<file path="src/rtl/ysyx_220053_ifu_if.sv">
// Fetch-stage bus bundle: imem request/response, redirect input and instruction output.
// No latency of its own; it only carries wires.
// Backpressure: imem_req_ready stalls requests and inst_ready stalls instruction hand-off.
//
// Ports (master = fetch unit side):
//   imem_req_valid/imem_req_ready/imem_req_addr : fetch request, valid/ready
//   imem_rsp_valid/imem_rsp_data                : fetch response, valid-only
//   redirect_valid/redirect_pc                  : PC redirect from later stages
//   inst_valid/inst_ready/inst/inst_pc          : fetched instruction to execute
interface ysyx_220053_ifu_if #(
    parameter int XLEN = 64
);
    logic            imem_req_valid;
    logic            imem_req_ready;
    logic [XLEN-1:0] imem_req_addr;
    logic            imem_rsp_valid;
    logic [31:0]     imem_rsp_data;
    logic            redirect_valid;
    logic [XLEN-1:0] redirect_pc;
    logic            inst_valid;
    logic            inst_ready;
    logic [31:0]     inst;
    logic [XLEN-1:0] inst_pc;

    modport master (
        output imem_req_valid, imem_req_addr, inst_valid, inst, inst_pc,
        input  imem_req_ready, imem_rsp_valid, imem_rsp_data,
               redirect_valid, redirect_pc, inst_ready
    );

    modport slave (
        input  imem_req_valid, imem_req_addr, inst_valid, inst, inst_pc,
        output imem_req_ready, imem_rsp_valid, imem_rsp_data,
               redirect_valid, redirect_pc, inst_ready
    );
endinterface

</file>
<file path="src/rtl/ysyx_220053_ifu.sv">
// Instruction fetch stage: owns the PC, one outstanding 32-bit fetch, holds the result for execute.
// Latency: request 1 cycle after reset; best case one instruction every 3 cycles (REQ, WAIT, HOLD).
// Backpressure: waits in REQ until imem_req_ready, and holds inst/inst_pc stable until inst_ready.
//
// Ports:
//   clk  : rising-edge clock
//   rst  : asynchronous active-high reset
//   bus  : ysyx_220053_ifu_if.master (imem request/response, redirect, instruction output)
module ysyx_220053_ifu #(
    parameter int              XLEN     = 64,
    parameter logic [XLEN-1:0] RESET_PC = XLEN'(64'h8000_0000)
) (
    input  logic                 clk,
    input  logic                 rst,
    ysyx_220053_ifu_if.master    bus
);

    typedef enum logic [1:0] {
        IDLE = 2'd0,
        REQ  = 2'd1,
        WAIT = 2'd2,
        HOLD = 2'd3
    } state_t;

    state_t          state, state_n;
    logic [XLEN-1:0] pc, pc_n;
    logic            drop, drop_n;
    logic [31:0]     inst_q, inst_n;
    logic [XLEN-1:0] inst_pc_q, inst_pc_n;

    logic [XLEN-1:0] redirect_aligned;
    logic            req_fire;
    logic            inst_fire;

    // Instructions are word aligned, so the low two target bits are discarded.
    assign redirect_aligned = {bus.redirect_pc[XLEN-1:2], 2'b00};

    // A redirect suppresses both outgoing valids in the same cycle, so no
    // handshake can complete on a path that is being flushed.
    assign bus.imem_req_valid = (state == REQ) && !bus.redirect_valid;
    assign bus.imem_req_addr  = pc;
    assign bus.inst_valid     = (state == HOLD) && !bus.redirect_valid;
    assign bus.inst           = inst_q;
    assign bus.inst_pc        = inst_pc_q;

    assign req_fire  = bus.imem_req_valid && bus.imem_req_ready;
    assign inst_fire = bus.inst_valid && bus.inst_ready;

    always_ff @(posedge clk or posedge rst) begin
        if (rst) begin
            state     <= IDLE;
            pc        <= RESET_PC;
            drop      <= 1'b0;
            inst_q    <= 32'd0;
            inst_pc_q <= '0;
        end else begin
            state     <= state_n;
            pc        <= pc_n;
            drop      <= drop_n;
            inst_q    <= inst_n;
            inst_pc_q <= inst_pc_n;
        end
    end

    always_comb begin
        state_n   = state;
        pc_n      = pc;
        drop_n    = drop;
        inst_n    = inst_q;
        inst_pc_n = inst_pc_q;

        unique case (state)
            IDLE: begin
                state_n = REQ;
                if (bus.redirect_valid) begin
                    pc_n = redirect_aligned;
                end
            end

            REQ: begin
                if (bus.redirect_valid) begin
                    pc_n = redirect_aligned;
                end else if (req_fire) begin
                    state_n = WAIT;
                end
            end

            WAIT: begin
                if (bus.redirect_valid) begin
                    pc_n = redirect_aligned;
                    if (bus.imem_rsp_valid) begin
                        // The in-flight response lands now and is thrown away,
                        // so there is nothing left to drop later.
                        drop_n  = 1'b0;
                        state_n = REQ;
                    end else begin
                        // Response still owed by memory; swallow it on arrival.
                        drop_n = 1'b1;
                    end
                end else if (bus.imem_rsp_valid) begin
                    if (drop) begin
                        drop_n  = 1'b0;
                        state_n = REQ;
                    end else begin
                        inst_n    = bus.imem_rsp_data;
                        inst_pc_n = pc;
                        state_n   = HOLD;
                    end
                end
            end

            HOLD: begin
                if (bus.redirect_valid) begin
                    pc_n    = redirect_aligned;
                    state_n = REQ;
                end else if (inst_fire) begin
                    pc_n    = pc + XLEN'(4);
                    state_n = REQ;
                end
            end

            default: begin
                state_n = IDLE;
            end
        endcase
    end

endmodule

</file>
<file path="src/flat_wrapper.sv">
// flat-port wrapper written by rule: the top's interface ports become plain ports
module ysyx_220053_ifu_flat 
#(
    parameter int              XLEN     = 64,
    parameter logic [XLEN-1:0] RESET_PC = XLEN'(64'h8000_0000)
)
  (clk, rst, bus_imem_req_valid, bus_imem_req_addr, bus_inst_valid, bus_inst, bus_inst_pc, bus_imem_req_ready, bus_imem_rsp_valid, bus_imem_rsp_data, bus_redirect_valid, bus_redirect_pc, bus_inst_ready);
  ysyx_220053_ifu_if #(.XLEN(XLEN)) bus_i ();
  input  logic clk;
  input  logic rst;
  output wire logic [$bits(bus_i.imem_req_valid)-1:0] bus_imem_req_valid;
  output wire logic [$bits(bus_i.imem_req_addr)-1:0] bus_imem_req_addr;
  output wire logic [$bits(bus_i.inst_valid)-1:0] bus_inst_valid;
  output wire logic [$bits(bus_i.inst)-1:0] bus_inst;
  output wire logic [$bits(bus_i.inst_pc)-1:0] bus_inst_pc;
  input wire logic [$bits(bus_i.imem_req_ready)-1:0] bus_imem_req_ready;
  input wire logic [$bits(bus_i.imem_rsp_valid)-1:0] bus_imem_rsp_valid;
  input wire logic [$bits(bus_i.imem_rsp_data)-1:0] bus_imem_rsp_data;
  input wire logic [$bits(bus_i.redirect_valid)-1:0] bus_redirect_valid;
  input wire logic [$bits(bus_i.redirect_pc)-1:0] bus_redirect_pc;
  input wire logic [$bits(bus_i.inst_ready)-1:0] bus_inst_ready;
  assign bus_imem_req_valid = bus_i.imem_req_valid;
  assign bus_imem_req_addr = bus_i.imem_req_addr;
  assign bus_inst_valid = bus_i.inst_valid;
  assign bus_inst = bus_i.inst;
  assign bus_inst_pc = bus_i.inst_pc;
  assign bus_i.imem_req_ready = bus_imem_req_ready;
  assign bus_i.imem_rsp_valid = bus_imem_rsp_valid;
  assign bus_i.imem_rsp_data = bus_imem_rsp_data;
  assign bus_i.redirect_valid = bus_redirect_valid;
  assign bus_i.redirect_pc = bus_redirect_pc;
  assign bus_i.inst_ready = bus_inst_ready;
  ysyx_220053_ifu #(.XLEN(XLEN), .RESET_PC(RESET_PC)) u_core (.clk(clk), .rst(rst), .bus(bus_i));
endmodule
</file>
<file path="config.mk">
export PLATFORM = sky130hd
export DESIGN_NAME = ysyx_220053_ifu_flat
export DESIGN_NICKNAME = d
export VERILOG_FILES = /design/src/rtl/ysyx_220053_ifu_if.sv /design/src/rtl/ysyx_220053_ifu.sv /design/src/flat_wrapper.sv
export SDC_FILE = /design/constraint.sdc
export NUM_CORES = 1
export LEC_CHECK = 0
export ABC_AREA = 1
export BUFFER_PORTS_ARGS = -buffer_cell sky130_fd_sc_hd__buf_2
export CORE_ASPECT_RATIO = 0.5
export CORE_MARGIN = 2
export CORE_UTILIZATION = 35
export CTS_BUF_LIST = sky130_fd_sc_hd__clkbuf_4
export CTS_CLUSTER_SIZE = 20
export DETAILED_ROUTE_END_ITERATION = 6
export SYNTH_ARGS = -nofsm -noshare
export SYNTH_HDL_FRONTEND = slang
export SYNTH_SLANG_ARGS = --single-unit
</file>
<file path="constraint.sdc">
create_clock -name clk -period 7.55 [get_ports clk]
set_clock_uncertainty 0.15 [all_clocks]
set_input_delay 1.51 -clock clk [delete_from_list [all_inputs] [get_ports clk]]
set_output_delay 1.51 -clock clk [all_outputs]
set_load 0.01 [all_outputs]
</file>
* Yosys cells after proc, flatten, opt, wreduce, memory -nomap -nowiden
Cells that the tools add are included.
** Storage, ports and cells
- Register bits :: 163
- Input bits :: 102
- Output and inout port bits :: 162
- Logic and storage cells :: 44
** Operators by class
- Add/subtract/negate cells :: 1
- Equal/unequal tests :: 8
- Mux-type cells :: 16
- Bitwise operators :: 2
- Reductions and logical operators :: 12
** Operators by type and width (number)
- $mux 64 :: 3
- $pmux 64 s2 :: 1
- $add 64x3->64 const B :: 1
- $mux 2 :: 8
- $pmux 2 s4 :: 1
- $reduce_and 4->1 :: 2
- $eq 2x2->1 const B :: 2
- $logic_and 1x1->1 :: 4
- $ne 2x1->1 const B :: 2
- $ne 2x2->1 const B :: 2
- $reduce_and 2->1 :: 2
- $mux 1 :: 3
- $ne 3x2->1 const B :: 1
- $reduce_or 3->1 :: 1
- $eq 2x1->1 const B :: 1
- $logic_not 2->1 :: 1
- $not 1->1 :: 2
- $reduce_bool 2->1 :: 1
- $logic_not 1->1 :: 1

* Longest topological paths before layout
- Depth after elaboration :: 6
- Depth in mapped cells :: 13

* Least setup slack after synthesis
Ideal clock, no wire load.
- Path type :: input-to-output
- Start :: in bus_redirect_valid
- End :: out bus_inst_valid
- Arrival :: 2085 ps
- Slack :: 3805 ps
- Cell stages on the path :: 5
- Buffers on the path :: 2
- Cells stage by stage :: inv_2 -> nand2_4 -> inv_2 -> buf_2 -> buf_2
** Between the ends
- Longest elaborated chain between the ends :: 2
** Ends and longest elaborated chain
- start: declaration :: line flat_wrapper.sv:19 : input wire logic [$bits(bus_i.redirect_valid)-1:0] bus_redirect_valid;
- $logic_not 1->1 :: line ysyx_220053_ifu.sv:42 : assign bus.inst_valid = (state == HOLD) && !bus.redirect_valid;
- $logic_and 1x1->1 :: line ysyx_220053_ifu.sv:42
- end: declaration :: line flat_wrapper.sv:13 : output wire logic [$bits(bus_i.inst_valid)-1:0] bus_inst_valid;
No other way between the ends.

* Worst setup path in the final report
Ends and elaborated chain as after synthesis.

==> reports/results.txt <==
Filler Cells Inserted - 2730
Critical path data required time - 5890 ps
Post_cts resized - 0
Via-per-instance ratio - 4.89
Global-route wire length before repair - 48500 um
Clock Tree Root - clkbuf_4
DR vias - 8870
# DRC - 0
Core box area - 25000 um2
Synth cell types - 35
Maximum buffer depth of the clock tree - 2
Max frequency - 0.213 GHz
Synth Instances - 1216
Sink Count - 159
Status - finished, final reports clean
PD cells - 332 nW/um2
Fin crit share - 0.622
Critical path cell sequence - buf_2 -> inv_2 -> nand2_4 -> inv_2 -> buf_2
Placed insts - 1778
Worst-path clk slew - 140 ps
Slowest cell on crit path - inv_2
Initial antenna violation count - 4
HP Class - flop to flop
Crit. End Element - primary output
Clk_lat worst skew - 660 ps
Die width - 229 um
Number of CTS-inserted buffers - 17
Detailed Place HPWL - 24600 um
Synth top area share - 0.445
Met2 WL - 13800 um
Leading post-synthesis cells by cell area - dfrtp_1, nand2_1, nor2_1, o21ai_0, inv_1
YS warnings - 0
Core Rows - 41
Total Nets Final - 1560
Iter 0 DRT Violations - 780
Final setup TNS - 0 ps
Commonest non-fill, non-tap cell in the layout - nand2_1
CTS Hold Bufs - 0
Crit start category - primary input
Synth Register Bits - 159
Critical path arrival - 3040 ps
Min Tclk post-route - 4700 ps
Register area share after synthesis - 0.448
Max Slew Vio Count - 0
Final cell count without fillers - 1814
Count of maximum capacitance violations - 0
Avg Cell Area, Syn - 7.30 um2
Post-synthesis cell area - 8880 um2
Die area - 26700 um2
CTS tree - yes
Routed Antenna Nets - 0
Vias in the first global route - 8262
Worst path max stage delay - 730 ps
GR Util All Layers - 0.241
Die Span Y - 117 um
Share of cells above drive strength 1 - 0.247
Static Leak - 5.51 nW
Post-CTS Setup Inserts - 0
Setup CP Type - primary input to primary output
DRT met1 WL - 15500 um
GR Overflow Total - 0
Area grow syn2layout - 20.9%
Htree depth - 4
Worst VDD drop - 0.119 mV
Routed len/inst - 17.5 um
DRT Pass-1 Iters - 5
Highest layer used for signal routing - met5
Largest net degree at the start of global routing - 98
Routed wire length - 31700 um
Met3 WL - 1970 um
# port buffers - 257
Worst-Margin Slew - 916 ps
Endpoints failing setup - 0
Unrepaired setup endpoints after global routing - no
Starting density of the core - 0.355
Largest fanout on the critical path - 49
Slew Limit Headroom - 0.389
Synth area leader - dfrtp_1
Final hold vios - 0
GPL Wtd Cong - 0.929
IO Pins - 264
Most frequent cells in the layout - nand2_1, buf_2, nor2_1
==> registers in the layout, indices dropped and copies added (netlist names) <==
signal                    cells
u_core.bus.imem_req_addr     62
u_core.bus.inst              32
u_core.bus.inst_pc           62
u_core.drop                   1
u_core.state                  2
==> critical path: cells and delay by family <==
kind	cells	cell delay [ps]
and+or+nand+nor	1	240
buffers and inverters	4	1230
==> cells in the mapped netlist (all sizes together) <==
library cell  count
nand2           389
nor2            210
nor3              6
xor2             13
clkbuf           16
o21ai           114
nand3            69
nand4            11
a21oi            15
a22oi             4
mux2             41
ha                5
or2               1
o22ai             9
conb              1
buf              30
a31oi             3
dfrtp           158
dfstp             1
inv             117
o21bai            3
==> where the power goes <==
part	internal (mW)	switching [mW]	leakage (nW)
sequential	1.20	0.342	1.96
clock	0.234	0.355	0.159
combinational	0.557	0.882	3.39
==> through the flow <==
stage	power (mW)	hold slack, ps	util	setup WS, ps	area [um2]
after CTS	3.60	352	0.428	2870	10700
after global placement	2.96	315	0.416	2890	10400
final	3.57	348	0.429	2850	10700
after global routing	3.84	366	0.429	2710	10700
after floorplan	2.32	335	-	1600	8890
after detailed placement	3.00	318	0.416	2860	10400
==> per-layer routing <==
metal / vias up / track usage
li1: 4319 / -
met3: 29 / 0.0532
met5: - / 0
met1: 4282 / 0.345
met4: 2 / 0.0649
met2: 238 / 0.369
==> worst paths after layout <==
check	from	end	slack, ps	cells past startpoint
setup / recovery	bus_redirect_valid	bus_inst_valid	2850	5
hold / removal	u_core.bus.inst_pc[30]	u_core.bus.inst_pc[30]	350	2
setup reg to reg	u_core.state[1]	u_core.bus.imem_req_addr[4]	4520	8
hold reg to reg	u_core.bus.inst_pc[30]	u_core.bus.inst_pc[30]	350	2
max in group asynchronous	rst	u_core.bus.inst[16]	4990	3
min in group asynchronous	rst	u_core.bus.inst_pc[22]	870	2
==> cells by family after synthesis <==
family | share of synthesized area
buffers and inverters | 0.0765
xor gates and xnor gates | 0.0128
muxes | 0.0520
other | 0.000422
DFF | 0.448
AOI/OAI and AO/OA | 0.0884
adders and majority gates | 0.00705
and+or+nand+nor | 0.314
==> layout make-up <==
cell class / count / area [um2] / share of cell area
Tap cell: 344 / 430 / 0.0401
Multi-Input combinational cell: 897 / 4240 / 0.395
Clock buffer: 17 / 128 / 0.0119
Inverter: 117 / 447 / 0.0416
Clock inverter: 15 / 188 / 0.0175
Sequential cell: 159 / 3980 / 0.371
Timing Repair Buffer: 261 / 1320 / 0.123
Antenna cell: 4 / 10.0 / 0.000932
(Power assumes the default switching activity.)
